[config.mk]
export PLATFORM = sky130hd
export DESIGN_NAME = uart_fifo_tx
export DESIGN_NICKNAME = d
export VERILOG_FILES = /design/src/rtl/uart_pkg.sv /design/src/rtl/uart_baud_gen.sv /design/src/rtl/uart_fifo_tx.sv
export SDC_FILE = /design/constraint.sdc
export NUM_CORES = 1
export LEC_CHECK = 0
export BUFFER_PORTS_ARGS = -buffer_cell sky130_fd_sc_hd__buf_2
export CAP_MARGIN = 40
export CORE_MARGIN = 3
export CORE_UTILIZATION = 35
export DETAILED_ROUTE_END_ITERATION = 10
export HOLD_SLACK_MARGIN = 0.15
export PLACE_DENSITY_LB_ADDON = 0.2
export SYNTH_ARGS = -nofsm -noshare
export SYNTH_HDL_FRONTEND = slang
export SYNTH_SLANG_ARGS = --single-unit
[constraint.sdc]
create_clock -name clk -period 3.8 [get_ports clk]
set_clock_uncertainty 0.2 [all_clocks]
set_input_delay 0.38 -clock clk [delete_from_list [all_inputs] [get_ports clk]]
set_output_delay 0.38 -clock clk [all_outputs]
set_load 0.005 [all_outputs]
[src/rtl/uart_pkg.sv]
// Shared constants, state encoding and timing helper for the UART transmit path.
package uart_pkg;

   localparam int   FRAME_BITS = 10;
   localparam int   DATA_BITS  = 8;
   localparam logic IDLE_LEVEL = 1'b1;

   typedef enum logic [1:0] {
      ST_IDLE  = 2'd0,
      ST_FETCH = 2'd1,
      ST_SEND  = 2'd2
   } tx_state_e;

   // Clock cycles per UART symbol; truncating division.
   function automatic int symbol_edge_time(input int clock_freq, input int baud_rate);
      return clock_freq / baud_rate;
   endfunction

endpackage

[src/rtl/uart_baud_gen.sv]
// Symbol timer: counts 0..N_CYCLES-1 while enabled and emits a tick on the wrap cycle.
module uart_baud_gen #(
   parameter int N_CYCLES = 1085
) (
   input  logic clk,
   input  logic rst,
   input  logic clr,
   input  logic en,
   output logic tick
);

   localparam int             CW   = (N_CYCLES > 1) ? $clog2(N_CYCLES) : 1;
   localparam logic [CW-1:0]  LAST = CW'(N_CYCLES - 1);

   logic [CW-1:0] cnt_q;
   logic [CW-1:0] cnt_d;

   always_comb begin
      tick  = en && (cnt_q == LAST);
      cnt_d = cnt_q;
      if (clr) begin
         cnt_d = '0;
      end else if (tick) begin
         cnt_d = '0;
      end else if (en) begin
         cnt_d = cnt_q + 1'b1;
      end
   end

   always_ff @(posedge clk) begin
      if (rst) begin
         cnt_q <= '0;
      end else begin
         cnt_q <= cnt_d;
      end
   end

endmodule

[src/rtl/uart_fifo_tx.sv]
// 8N1 UART transmitter draining a registered-output byte FIFO, with CTS-style start gating
// and a wrapping count of completed frames.
module uart_fifo_tx
   import uart_pkg::*;
#(
   parameter int CLOCK_FREQ = 125_000_000,
   parameter int BAUD_RATE  = 115_200,
   parameter int CNT_WIDTH  = 16
) (
   input  logic                 clk,
   input  logic                 rst,
   input  logic                 fifo_empty,
   output logic                 fifo_rd_en,
   input  logic [7:0]           fifo_dout,
   input  logic                 tx_enable,
   output logic                 serial_out,
   output logic                 busy,
   output logic [CNT_WIDTH-1:0] frames_sent
);

   // state    | meaning
   // ST_IDLE  | line idle; pop when FIFO has data and tx_enable is set
   // ST_FETCH | FIFO dout valid this cycle; load frame, clear symbol timer
   // ST_SEND  | shifting the 10-bit frame out LSB first

   localparam int SYM_CYCLES = symbol_edge_time(CLOCK_FREQ, BAUD_RATE);

   tx_state_e              state_q, state_d;
   logic [FRAME_BITS-1:0]  shift_q, shift_d;
   logic [3:0]             bit_idx_q, bit_idx_d;
   logic [CNT_WIDTH-1:0]   frames_q, frames_d;
   logic                   baud_tick;
   logic                   last_bit;

   uart_baud_gen #(
      .N_CYCLES (SYM_CYCLES)
   ) u_baud (
      .clk  (clk),
      .rst  (rst),
      .clr  (state_q == ST_FETCH),
      .en   (state_q == ST_SEND),
      .tick (baud_tick)
   );

   assign last_bit = (bit_idx_q == 4'(FRAME_BITS - 1));

   always_ff @(posedge clk) begin
      if (rst) begin
         state_q   <= ST_IDLE;
         shift_q   <= '1;
         bit_idx_q <= '0;
         frames_q  <= '0;
      end else begin
         state_q   <= state_d;
         shift_q   <= shift_d;
         bit_idx_q <= bit_idx_d;
         frames_q  <= frames_d;
      end
   end

   always_comb begin
      state_d = state_q;
      unique case (state_q)
         ST_IDLE:  if (fifo_rd_en) state_d = ST_FETCH;
         ST_FETCH: state_d = ST_SEND;
         ST_SEND:  if (baud_tick && last_bit) state_d = ST_IDLE;
         default:  state_d = ST_IDLE;
      endcase
   end

   always_comb begin
      shift_d   = shift_q;
      bit_idx_d = bit_idx_q;
      frames_d  = frames_q;
      if (state_q == ST_FETCH) begin
         shift_d   = {IDLE_LEVEL, fifo_dout, 1'b0};
         bit_idx_d = '0;
      end else if (state_q == ST_SEND && baud_tick) begin
         shift_d   = {IDLE_LEVEL, shift_q[FRAME_BITS-1:1]};
         bit_idx_d = bit_idx_q + 4'd1;
         if (last_bit) begin
            frames_d = frames_q + 1'b1;
         end
      end
   end

   // The rst term keeps a pop from being lost while the FSM is held in reset.
   always_comb begin
      fifo_rd_en = (state_q == ST_IDLE) && !fifo_empty && tx_enable && !rst;
      serial_out = (state_q == ST_SEND) ? shift_q[0] : IDLE_LEVEL;
      busy       = (state_q != ST_IDLE);
   end

   assign frames_sent = frames_q;

endmodule

# After elaboration in Yosys (flattened, before gate mapping)
# Index checks and enable logic that the tools add are counted.
dict set report totals {
  regBits 42
  in_bits 12
  out_inout_bits 19
  word_cells 36
}
dict set report classes {
  addsub 3
  eq_ne 6
  n_mux 6
  bitwise_logic 1
  reduce_logical 15
}
# op count
set ops {}
lappend ops {{$mux W9} 2}
lappend ops {{$add A16 B1 Y16 const B} 1}
lappend ops {{$add A11 B1 Y11 const B} 1}
lappend ops {{$eq A11 B11 Y1 const B} 1}
lappend ops {{$logic_and A1 B1 Y1} 6}
lappend ops {{$pmux W2 S3} 1}
lappend ops {{$add A4 B1 Y4 const B} 1}
lappend ops {{$eq A4 B4 Y1 const B} 1}
lappend ops {{$mux W2} 2}
lappend ops {{$ne A2 B2 Y1 const B} 2}
lappend ops {{$reduce_bool A2 Y1} 2}
lappend ops {{$reduce_and A3 Y1} 1}
lappend ops {{$reduce_or A3 Y1} 1}
lappend ops {{$eq A2 B1 Y1 const B} 1}
lappend ops {{$eq A2 B2 Y1 const B} 1}
lappend ops {{$logic_not A1 Y1} 2}
lappend ops {{$logic_not A2 Y1} 1}
lappend ops {{$reduce_and A2 Y1} 1}
lappend ops {{$reduce_or A2 Y1} 1}
lappend ops {{$mux W1} 1}
lappend ops {{$not A1 Y1} 1}

# Logic depth before layout (Yosys ltp)
# Gate-level depths: netlist of the first run.
dict set report depth {
  word_depth 6
  ltp_mapped 8
  depth_no_buf 6
}

# Hierarchy
# From an unflattened synthesis of the first run, not the netlist that was laid out.
dict set report hier_totals {
  cells_unflattened 223
  area_unflattened_um2 1949.4
}
# mod instances cells_each area_per_inst_um2 seq_area_each_um2
set by_module_without_submodules {}
lappend by_module_without_submodules {uart_fifo_tx 1 162 1392.6 620.6}
lappend by_module_without_submodules {uart_baud_gen 1 61 556.8 220.2}

# Worst setup path after synthesis of the first run
# OpenSTA, ideal clock, no wires.
dict set report synth_path {
  path_type {reg2reg}
  start {register u_baud.cnt_q[0]}
  end {register frames_q[13] (netlist: frames_sent[13])}
  setup_time_ps 123
  t_arrival_ps 1651
  required_time_ps 3477
  slack_ps 1826
  stages_incl_launch_ff 8
  path_buffers 1
  synth_period_minus_slack_ps 1974
  cell_sequence {dfxtp_1 -> inv_1 -> ha_1 -> nor2b_1 -> nand4_4 -> buf_6 -> nor4_1 -> mux2_1}
}
dict set report synth_via {
  elab_chain_len 4
}
# element line
set synth_rtl {}
lappend synth_rtl {{from (decl)} uart_baud_gen.sv:15} ;# logic [CW-1:0] cnt_q;
lappend synth_rtl {{from (signal assigned)} uart_baud_gen.sv:34} ;# cnt_q <= cnt_d;
lappend synth_rtl {{$eq A11 B11 Y1} uart_baud_gen.sv:19} ;# tick = en && (cnt_q == LAST);
lappend synth_rtl {{$logic_and A1 B1 Y1} uart_baud_gen.sv:19}
lappend synth_rtl {{$logic_and A1 B1 Y1} uart_fifo_tx.sv:78} ;# end else if (state_q == ST_SEND && baud_tick) begin
lappend synth_rtl {{$reduce_and A3 Y1 (no source line)} -}
lappend synth_rtl {{to (signal assigned)} uart_fifo_tx.sv:57} ;# frames_q <= frames_d;
lappend synth_rtl {{to (decl)} uart_fifo_tx.sv:31} ;# logic [CNT_WIDTH-1:0] frames_q, frames_d;
# No other way between the ends.
# A chain may end at the register's enable or synchronous reset.

# Worst setup path after layout of the first run
dict set report layout_path {
  start {register state_q[1]}
  end {register frames_q[15] (netlist: frames_sent[15])}
}
dict set report layout_via {
  elab_chain_len 4
  elab_cells_between_ends 6
  classes_between {eq/ne (2); bitwise (1); reduce/logical (3)}
}
# element line
set layout_rtl {}
lappend layout_rtl {{from (decl)} uart_fifo_tx.sv:28} ;# tx_state_e state_q, state_d;
lappend layout_rtl {{from (signal assigned)} uart_fifo_tx.sv:54} ;# state_q <= state_d;
lappend layout_rtl {{$eq A2 B2 Y1} {uart_fifo_tx.sv:41, uart_fifo_tx.sv:78}}
lappend layout_rtl {{$logic_and A1 B1 Y1} uart_baud_gen.sv:19}
lappend layout_rtl {{$logic_and A1 B1 Y1} uart_fifo_tx.sv:78}
lappend layout_rtl {{$reduce_and A3 Y1 (no source line) *} -}
# Mark *: on every way between the ends. The rest lies on a longest branch, timed or not.

==> qor.txt, run 1 <==
Seq/Total Area, Yosys = 40.5%
Critical path type = flip-flop to flip-flop
Final worst path period share = 66.1%
Via Count = 1,771
Max stage delay cell, worst path = nand2_1
Gr ovfl total = 0
Total Nets Final = 285
RSZ-0062 raised after global routing = false
Detailed Route WL = 4.25 mm
Chip height = 83.0 um
Critical R2R Launch = state_q[1]
Yosys reg bits = 42
CP Max Fanout = 23
Leading cell type in the layout, fill and taps excluded = dfxtp_1
Mapped cell area = 2080 um2
Boundary Pins = 31
Share of cells above drive strength 1 = 16.0%
Filler cell count = 581
Drt pass-1 iters = 4
Clk_lat worst skew = 300 ps
Port buffer count = 30
Width of the die = 83.0 um
Area grow syn2layout = 13.7%
Reg clk slew, reported paths = 80 ps
Gr usage total = 13.0%
Crit path time final = 2510 ps
Residual DRC = 0
Register-to-register setup slack = 1290 ps
CP cell instances = nand2b_1, nand2_1, nor4_1, mux2_2
1st-iter DRT viols = 91
Critical path buffer and inverter count = 0
Static Leakage = 0.941 nW
Pin count of the biggest net entering global routing = 39
First-pass GRT wire length = 7.55 mm
Worst hold start = tx_enable
Wire length per cell = 12.5 um
Max VDD drop = 0.174 mV
Synth top area cells = dfxtp_1, nor2_1, nand2_1
TritonCTS buffer count = 5
ANT nets after route = 0
Gpl congestion = 0.712
Critical path endpoint category = flip-flop
Post-synthesis area per instance = 8.51 um2
Worst setup SP type = flip-flop
Max_slew headroom = 53.8%
Syn_nets = 261
Post-DP HPWL = 2.83 mm
Setup bufs post-CTS = 0
Clk root buf = clkbuf_8
Initial antenna violation count = 0
WP data arrival = 2500 ps
Final Max Tran Viols = 0
Register area = 841 um2
Largest area contributor in the netlist = dfxtp_1
Max-cap viol count = 0
Vias in the first global route = 1,639
Total negative slack = 0 ps
CTS Buffer Depth = 2
Area of the multi-input gates = 1140 um2
Setup violators final = 0
Syn Inst Count = 244
Critical Path RT = 3790 ps
Worst Max-Slew Pin Slew = 692 ps
CTS tree = done
Count of clock tree sinks = 42
Starting density of the core = 37.0%
Hold Vio Cnt, Final = 0
Pwr dens = 334 nW/um2
Peak per-stage delay on the critical path = 540 ps
Warning count from the yosys run = 0
Crit Reg-Reg Endpoint = frames_sent[15]
Synth top area share = 40.5%
H-tree depth = 2
Die ar. = 6890 um2
Tot Pwr = 0.788 mW
Hold Crit Depth = 2
CP top delay family = simple AND/OR/NAND/NOR gates
R2R depth = 4
Cell row count = 27
Inserted Diodes = 0
Fmax achieved = 398 MHz
Via density = 5.19
Status = finished clean
WHS Endpoint = state_q[0]
Commonest cells after routing, fill and taps aside = dfxtp_1, buf_2, nor2_1, nand2_1, a21oi_1
Post-synth cell types = 37
CORE AREA = 5610 um2
Tightest Hold Check Type = primary input to flip-flop
## registers in the layout (all words and copies together) (netlist names)
signal and flops:
frames_sent 16, u_baud.cnt_q 11, shift_q 9, bit_idx_q 4, state_q 2
## worst max path at each step
stage / from / end / slack (ps) / cells after the start
after global placement: state_q[1] / frames_sent[15] / 1430 / 4
after floorplan: u_baud.cnt_q[0] / frames_sent[13] / 1830 / 7
after detailed placement: state_q[1] / frames_sent[15] / 1340 / 4
after global routing: state_q[1] / frames_sent[14] / 1130 / 4
final: state_q[1] / frames_sent[15] / 1290 / 4
after CTS: state_q[1] / frames_sent[15] / 1340 / 4
## metrics by stage
| step | util (%) | hold slack (ps) | std cells | setup slack [ps] | instance area, um2 |
|---|---|---|---|---|---|
| global route | 42.1 | 167 | 341 | 1130 | 2360 |
| global placement | 40.1 | 264 | 331 | 1430 | 2250 |
| detailed placement | 40.1 | 264 | 331 | 1340 | 2250 |
| CTS | 42.1 | 155 | 341 | 1340 | 2360 |
| floorplan | - | 235 | 244 | 1830 | 2080 |
| finish | 42.1 | 162 | 341 | 1290 | 2360 |
## final cells by class
class	count	share of cell area, %
well taps	72	3.82
clock buffers	7	3.66
flip-flops and latches	42	35.6
inverters	7	1.11
repair buffers	32	7.21
multi-input cells	180	48.4
clock inverters	1	0.212
## synth_stat cells
| library cell | instances |
|---|---|
| nand2b_1 | 3 |
| o21ai_0 | 4 |
| a211oi_1 | 1 |
| and4_1 | 4 |
| a211o_1 | 1 |
| mux2_1 | 6 |
| buf_2 | 3 |
| or3_1 | 3 |
| buf_6 | 1 |
| a31oi_1 | 7 |
| and2_1 | 4 |
| nor4_1 | 8 |
| and4b_1 | 2 |
| or4_1 | 6 |
| nor4b_1 | 2 |
| and3b_1 | 1 |
| inv_1 | 7 |
| mux2_2 | 2 |
| a21oi_1 | 13 |
| nor2b_1 | 11 |
| o31ai_1 | 6 |
| nor3_1 | 7 |
| nand3_1 | 9 |
| nand2_1 | 23 |
| nor2_1 | 25 |
| buf_1 | 1 |
| or2_2 | 2 |
| ha_1 | 5 |
| o21bai_1 | 1 |
| nand4_1 | 7 |
| dfxtp_1 | 42 |
| clkbuf_1 | 10 |
| nand4_4 | 1 |
| xor2_1 | 9 |
| xnor2_1 | 2 |
| nor4b_4 | 1 |
| and3_1 | 4 |
## power by group
group / leakage, nW / total [mW] / internal, mW / switching, mW
sequential: 0.339 / 0.448 / 0.445 / 0.00356
combinational: 0.553 / 0.0373 / 0.0150 / 0.0223
clock: 0.0482 / 0.302 / 0.147 / 0.155
total: 0.941 / 0.788 / 0.607 / 0.181
## per-layer routing
layer / share of wire (%) / wire [um] / global-route usage (%) / vias to the layer above
met4: 1.6 / 67 / 4.46 / 0
met2: 42 / 1780 / 20.1 / 39
met3: 5.4 / 228 / 3.57 / 7
li1: - / - / - / 913
met5: 0 / 0 / 0 / -
met1: 51 / 2170 / 17.4 / 812
## timing repair
| action | 4_1_cts | 5_1_grt |
|---|---|---|
| resized for setup | 0 | 0 |
| hold endpoints to repair | 2 | 0 |
| hold buffers | 2 | 0 |
## cells by family after synthesis
logic type | share of synthesized area (%)
xor+xnor | 4.64
compound gates | 9.52
fa+ha+maj | 3.01
simple gates | 33.5
mux | 4.34
buf+inv | 4.52
flops | 40.5
Note: power is estimated with default switching activity, not from simulation.
==> run 2: changes to the inputs <==
==> constraint.sdc (replaced) <==
create_clock -name clk -period 2.1 [get_ports clk]
set_clock_uncertainty 0.2 [all_clocks]
set_input_delay 0.21 -clock clk [delete_from_list [all_inputs] [get_ports clk]]
set_output_delay 0.21 -clock clk [all_outputs]
set_load 0.005 [all_outputs]
==> qor.txt, run 2 (synthesized netlist as in run 1, its figures left out) <==
Final worst path period share = 95.7% (+30 points)
Max VDD drop = 0.204 mV (+18%)
Residual DRC = 0 (unchanged)
Starting density of the core = 37.0% (unchanged)
Area grow syn2layout = 31.1%
Wire length per cell = 12.4 um (-0.38%)
Setup violators final = 0 (unchanged)
Cell row count = 27 (unchanged)
CP Max Fanout = 5 (-78%)
Filler cell count = 564 (-2.9%)
Count of clock tree sinks = 42 (unchanged)
Leading cell type in the layout, fill and taps excluded = dfxtp_1
Clk_lat worst skew = 290 ps (about the same)
Width of the die = 83.0 um (unchanged)
CP top delay family = simple AND/OR/NAND/NOR gates
Flop pwr share = 55.9% (-1.0 points)
Boundary Pins = 31 (unchanged)
Inserted Diodes = 0 (unchanged)
Total negative slack = 0 ps (unchanged)
Peak per-stage delay on the critical path = 430 ps (-110 ps)
Die ar. = 6890 um2 (unchanged)
WP data arrival = 2000 ps (-500 ps)
Vias in the first global route = 1,736 (+5.9%)
H-tree depth = 2 (unchanged)
Post-DP HPWL = 3.10 mm (+9.8%)
Critical Path RT = 2090 ps (-1700 ps)
Max stage delay cell, worst path = and4b_1
Critical path buffer and inverter count = 0 (unchanged)
Critical path endpoint category = flip-flop
Gate power share = 6.7% (+2.0 points)
Share of cells above drive strength 1 = 25.4% (+9.4 points)
CTS tree = done
1st-iter DRT viols = 85 (-6.6%)
Layout Utilization = 48.5% (+6.4 points)
Sw Share = 22.6% (-0.41 points)
Max FFs per register = 16 (unchanged)
Gr usage total = 13.1% (+0.12 points)
Initial antenna violation count = 0 (unchanged)
Critical path type = flip-flop to flip-flop
Commonest cells after routing, fill and taps aside = dfxtp_1, buf_2, nor2_1, nand2_1, buf_4
Status = finished clean
Gr ovfl total = 0 (unchanged)
Port buffer count = 30 (unchanged)
Fmax achieved = 498 MHz (+25%)
Worst setup SP type = flip-flop
Final Max Tran Viols = 0 (unchanged)
Max_slew headroom = 63.6% (+9.8 points)
Via density = 5.10 (-1.8%)
CORE AREA = 5610 um2 (unchanged)
Setup slack after layout = 90.5 ps (-1200 ps)
CP Depth = 4 (unchanged)
R2R depth = 4 (unchanged)
Total Nets Final = 319 (+12%)
Reg clk slew, reported paths = 80 ps (about the same)
Pin count of the biggest net entering global routing = 32 (-18%)
TritonCTS buffer count = 5 (unchanged)
First-pass GRT wire length = 7.69 mm (+1.8%)
Worst Max-Slew Pin Slew = 546 ps (-146 ps)
Hold Vio Cnt, Final = 0 (unchanged)
Pwr dens = 532 nW/um2 (+59%)
RSZ-0062 raised after global routing = true
Hold Slack = 210 ps (+48.3 ps)
Tightest Hold Check Type = primary input to flip-flop
CP cell instances = and4b_1, nand4_2, nor4_2, mux2_1
Place WS = -68.2 ps (-1410 ps)
Gpl congestion = 0.742 (+4.2%)
Clk root buf = clkbuf_8
Static Leakage = 1.16 nW (+23%)
CTS Buffer Depth = 2 (unchanged)
P_int = 1.12 mW (+85%)
Max-cap viol count = 0 (unchanged)
Chip height = 83.0 um (unchanged)
Via Count = 1,913 (+8.0%)
Register-to-register setup slack = 90 ps (-1200 ps)
Crit path time final = 2010 ps (-504 ps)
Tot Pwr = 1.45 mW (+84%)
Clock power frac = 37.4% (-0.9 points)
Drt pass-1 iters = 4 (unchanged)
NetSw = 0.327 mW (+81%)
Hold Crit Depth = 2 (unchanged)
ANT nets after route = 0 (unchanged)
Detailed Route WL = 4.66 mm (+9.6%)
[run 2: cell count changes in the layout (fill, tap and decap cells not counted), sizes merged]
cell	before	now
buf	30	54
dlygate4sd3	2	10
nand4	8	10
[run 2: repair_timing]
| action | CTS | global route |
|---|---|---|
| gates cloned | 1 | 1 |
| hold endpoints to repair | 9 | 0 |
| setup buffers | 0 | 1 |
| hold buffers | 10 | 0 |
| gates resized for setup | 3 | 6 |
| setup endpoints to repair | 7 | 17 |
| pin swaps | 1 | 1 |
[run 2: final timing paths]
path / start / end
worst max-delay path: state_q[0] / frames_sent[14]
worst min-delay path: rst / frames_sent[7]
worst max register to register: state_q[0] / frames_sent[14]
worst min register to register: shift_q[1] / shift_q[0]
[run 2: final cells by class]
type                    instances  area [um2]  share of cell area [%]
clock buffers                   7        86.3                    3.17
clock inverters                 1        5.00                   0.184
inverters                       7        26.3                   0.966
multi-input cells             182        1220                    44.7
flip-flops and latches         42         841                    30.9
well taps                      72        90.1                    3.31
repair buffers                 64         455                    16.7
[run 2: metal layers]
layer	track usage (%)	wire length [um]	vias up	part of all wire, %
li1	-	-	985	-
met1	17.2	2320	881	50
met2	20.9	2050	40	44
met3	3.97	226	7	4.9
met4	3.57	53	0	1.1
met5	0	0	-	0
[run 2: power by group through the flow]
stage | clock network, mW | logic, mW | registers, mW
2_1_floorplan | 0 | 0.0444 | 0.828
3_3_place_gp | 0 | 0.0810 | 0.828
3_5_place_dp | 0 | 0.0815 | 0.828
4_1_cts | 0.564 | 0.0968 | 0.809
5_1_grt | 0.592 | 0.109 | 0.811
6_report | 0.541 | 0.0975 | 0.809
[run 2: stage by stage]
step           area, um2  instances
2_1_floorplan       2080        244
3_3_place_gp        2450        354
3_5_place_dp        2450        354
4_1_cts             2670        373
5_1_grt             2720        375
6_report            2720        375
==> run 3: changes to the inputs <==
--- a/config.mk
+++ b/config.mk
@@ -10,6 +10,7 @@
 export CORE_MARGIN = 3
 export CORE_UTILIZATION = 35
 export DETAILED_ROUTE_END_ITERATION = 10
+export GPL_ROUTABILITY_DRIVEN = 0
 export HOLD_SLACK_MARGIN = 0.15
 export PLACE_DENSITY_LB_ADDON = 0.2
 export SYNTH_ARGS = -nofsm -noshare
==> constraint.sdc (replaced) <==
create_clock -name clk -period 2.1 [get_ports clk]
set_clock_uncertainty 0.2 [all_clocks]
set_input_delay 0.21 -clock clk [delete_from_list [all_inputs] [get_ports clk]]
set_output_delay 0.21 -clock clk [all_outputs]
set_load 0.02 [all_outputs]
==> qor.txt, run 3 (synthesized netlist as in run 1, its figures left out) <==
Status = finished clean
Chip height = 83.0 um (unchanged)
Pwr dens = 552 nW/um2 (+3.7%)
Detailed Route WL = 4.74 mm (+1.8%)
Static Leakage = 1.17 nW (+0.61%)
First-pass GRT wire length = 8.05 mm (+4.7%)
Hold Crit Depth = 2 (unchanged)
Pin count of the biggest net entering global routing = 31 (-3.1%)
TritonCTS buffer count = 5 (unchanged)
1st-iter DRT viols = 72 (-15%)
Gr usage total = 13.9% (+0.80 points)
Total negative slack = 0 ps (unchanged)
Worst setup SP type = flip-flop
Crit Reg-Reg Endpoint = frames_sent[10]
Inserted Diodes = 0 (unchanged)
Crit path time final = 2050 ps (+36.2 ps)
Worst hold start = rst
Post-DP HPWL = 3.13 mm (+0.71%)
Final Max Tran Viols = 0 (unchanged)
Max VDD drop = 0.272 mV (+33%)
Fmax achieved = 489 MHz (-1.8%)
Max_slew headroom = 65.9% (+2.3 points)
Tightest Hold Check Type = primary input to flip-flop
Hold Slack = 198 ps (-12.5 ps)
Critical path endpoint category = flip-flop
Die ar. = 6890 um2 (unchanged)
Residual DRC = 0 (unchanged)
Initial antenna violation count = 0 (unchanged)
Critical Path RT = 2080 ps (about the same)
Critical path type = flip-flop to flip-flop
Clk_lat worst skew = 290 ps (about the same)
Post-DP Area = 2450 um2 (unchanged)
Finished layout cell area = 2780 um2 (+2.3%)
Reg clk slew, reported paths = 80 ps (about the same)
Gr ovfl total = 0 (unchanged)
Cell row count = 27 (unchanged)
R2R depth = 5 (+1)
Final worst path period share = 97.4% (+1.7 points)
ANT nets after route = 0 (unchanged)
Count of clock tree sinks = 42 (unchanged)
Worst Max-Slew Pin Slew = 512 ps (-34.1 ps)
Max-cap viol count = 0 (unchanged)
Critical R2R Launch = u_baud.cnt_q[8]
CP Max Fanout = 6 (+1)
Starting density of the core = 37.0% (unchanged)
CORE AREA = 5610 um2 (unchanged)
Non-Filler Instances = 380 (+1.3%)
Port buffer count = 30 (unchanged)
Width of the die = 83.0 um (unchanged)
Total Nets Final = 324 (+1.6%)
Commonest cells after routing, fill and taps aside = dfxtp_1, buf_2, buf_4, nor2_1, nand2_1
Drt pass-1 iters = 6 (+2)
Share of cells above drive strength 1 = 26.3% (+0.89 points)
Wire length per cell = 12.5 um (+0.44%)
Via Count = 1,943 (+1.6%)
CTS tree = done
Max FFs per register = 16 (unchanged)
Setup violators final = 0 (unchanged)
Cell count after placement = 354 (unchanged)
Clk root buf = clkbuf_8
Layout Utilization = 49.6% (+1.1 points)
WHS Endpoint = frames_sent[0]
Hold Vio Cnt, Final = 0 (unchanged)
H-tree depth = 2 (unchanged)
Vias in the first global route = 1,743 (+0.40%)
Boundary Pins = 31 (unchanged)
Area grow syn2layout = 34.1%
Leading cell type in the layout, fill and taps excluded = dfxtp_1
Register-to-register setup slack = 50 ps (-40 ps)
Via density = 5.11 (+0.23%)
CTS Buffer Depth = 2 (unchanged)
RSZ-0062 raised after global routing = true
WP data arrival = 2030 ps (+30 ps)
## run 3: worst max path at each step
stage	to	slack, ps	from	cells after the start
4_1_cts	frames_sent[0]	50	u_baud.cnt_q[6]	5
3_3_place_gp	frames_sent[13]	50	u_baud.cnt_q[1]	6
3_5_place_dp	frames_sent[8]	-3	u_baud.cnt_q[1]	6
5_1_grt	frames_sent[13]	-40	u_baud.cnt_q[8]	5
2_1_floorplan	fifo_rd_en	110	rst	4
6_report	frames_sent[10]	50	u_baud.cnt_q[8]	5
## run 3: metrics by stage
stage / power (mW) / setup WS (ps)
2_1_floorplan: 0.876 / 108
3_3_place_gp: 0.912 / 48.6
3_5_place_dp: 0.912 / -3.23
4_1_cts: 1.57 / 47.9
5_1_grt: 1.62 / -36.8
6_report: 1.54 / 54.3
## run 3: cell type report
type	instances	area [um2]
fillers	599	2820
repair buffers	69	493
clock buffers	7	76.3
flip-flops and latches	42	841
inverters	7	26.3
multi-input cells	182	1230
clock inverters	1	30.0
well taps	72	90.1
## run 3: routing by layer
metal  GRT usage, %  vias to the layer above  wire length, um  part of all wire, %
met5              0                        -                0                    0
met2           22.6                       35             2120                   45
met1           17.9                      906             2340                   49
met4           4.46                        0               58                  1.2
met3           3.97                        4              224                  4.7
li1               -                      998                -                    -
## run 3: critical path: stages (launching register included)
cell and delay [ps]:
dfxtp_1 340, nor4b_4 340, buf_4 180, nand4_4 170, nor4_1 360, mux2_1 350
## run 3: timing repair
| action | in CTS | in global routing |
|---|---|---|
| pin swaps | 1 | 2 |
| endpoints found under the setup margin | 1 | 18 |
| setup buffers | 0 | 6 |
| hold buffers | 10 | 0 |
| cloned | 1 | 1 |
| resized for setup | 1 | 10 |
| hold endpoints to repair | 9 | 0 |
## run 3: report_power, final
part	total (mW)	switching [mW]	leakage, nW	internal, mW
logic	0.102	0.0516	0.775	0.0506
registers	0.809	0.00413	0.339	0.805
clock network	0.625	0.269	0.0524	0.356
total	1.54	0.325	1.17	1.21
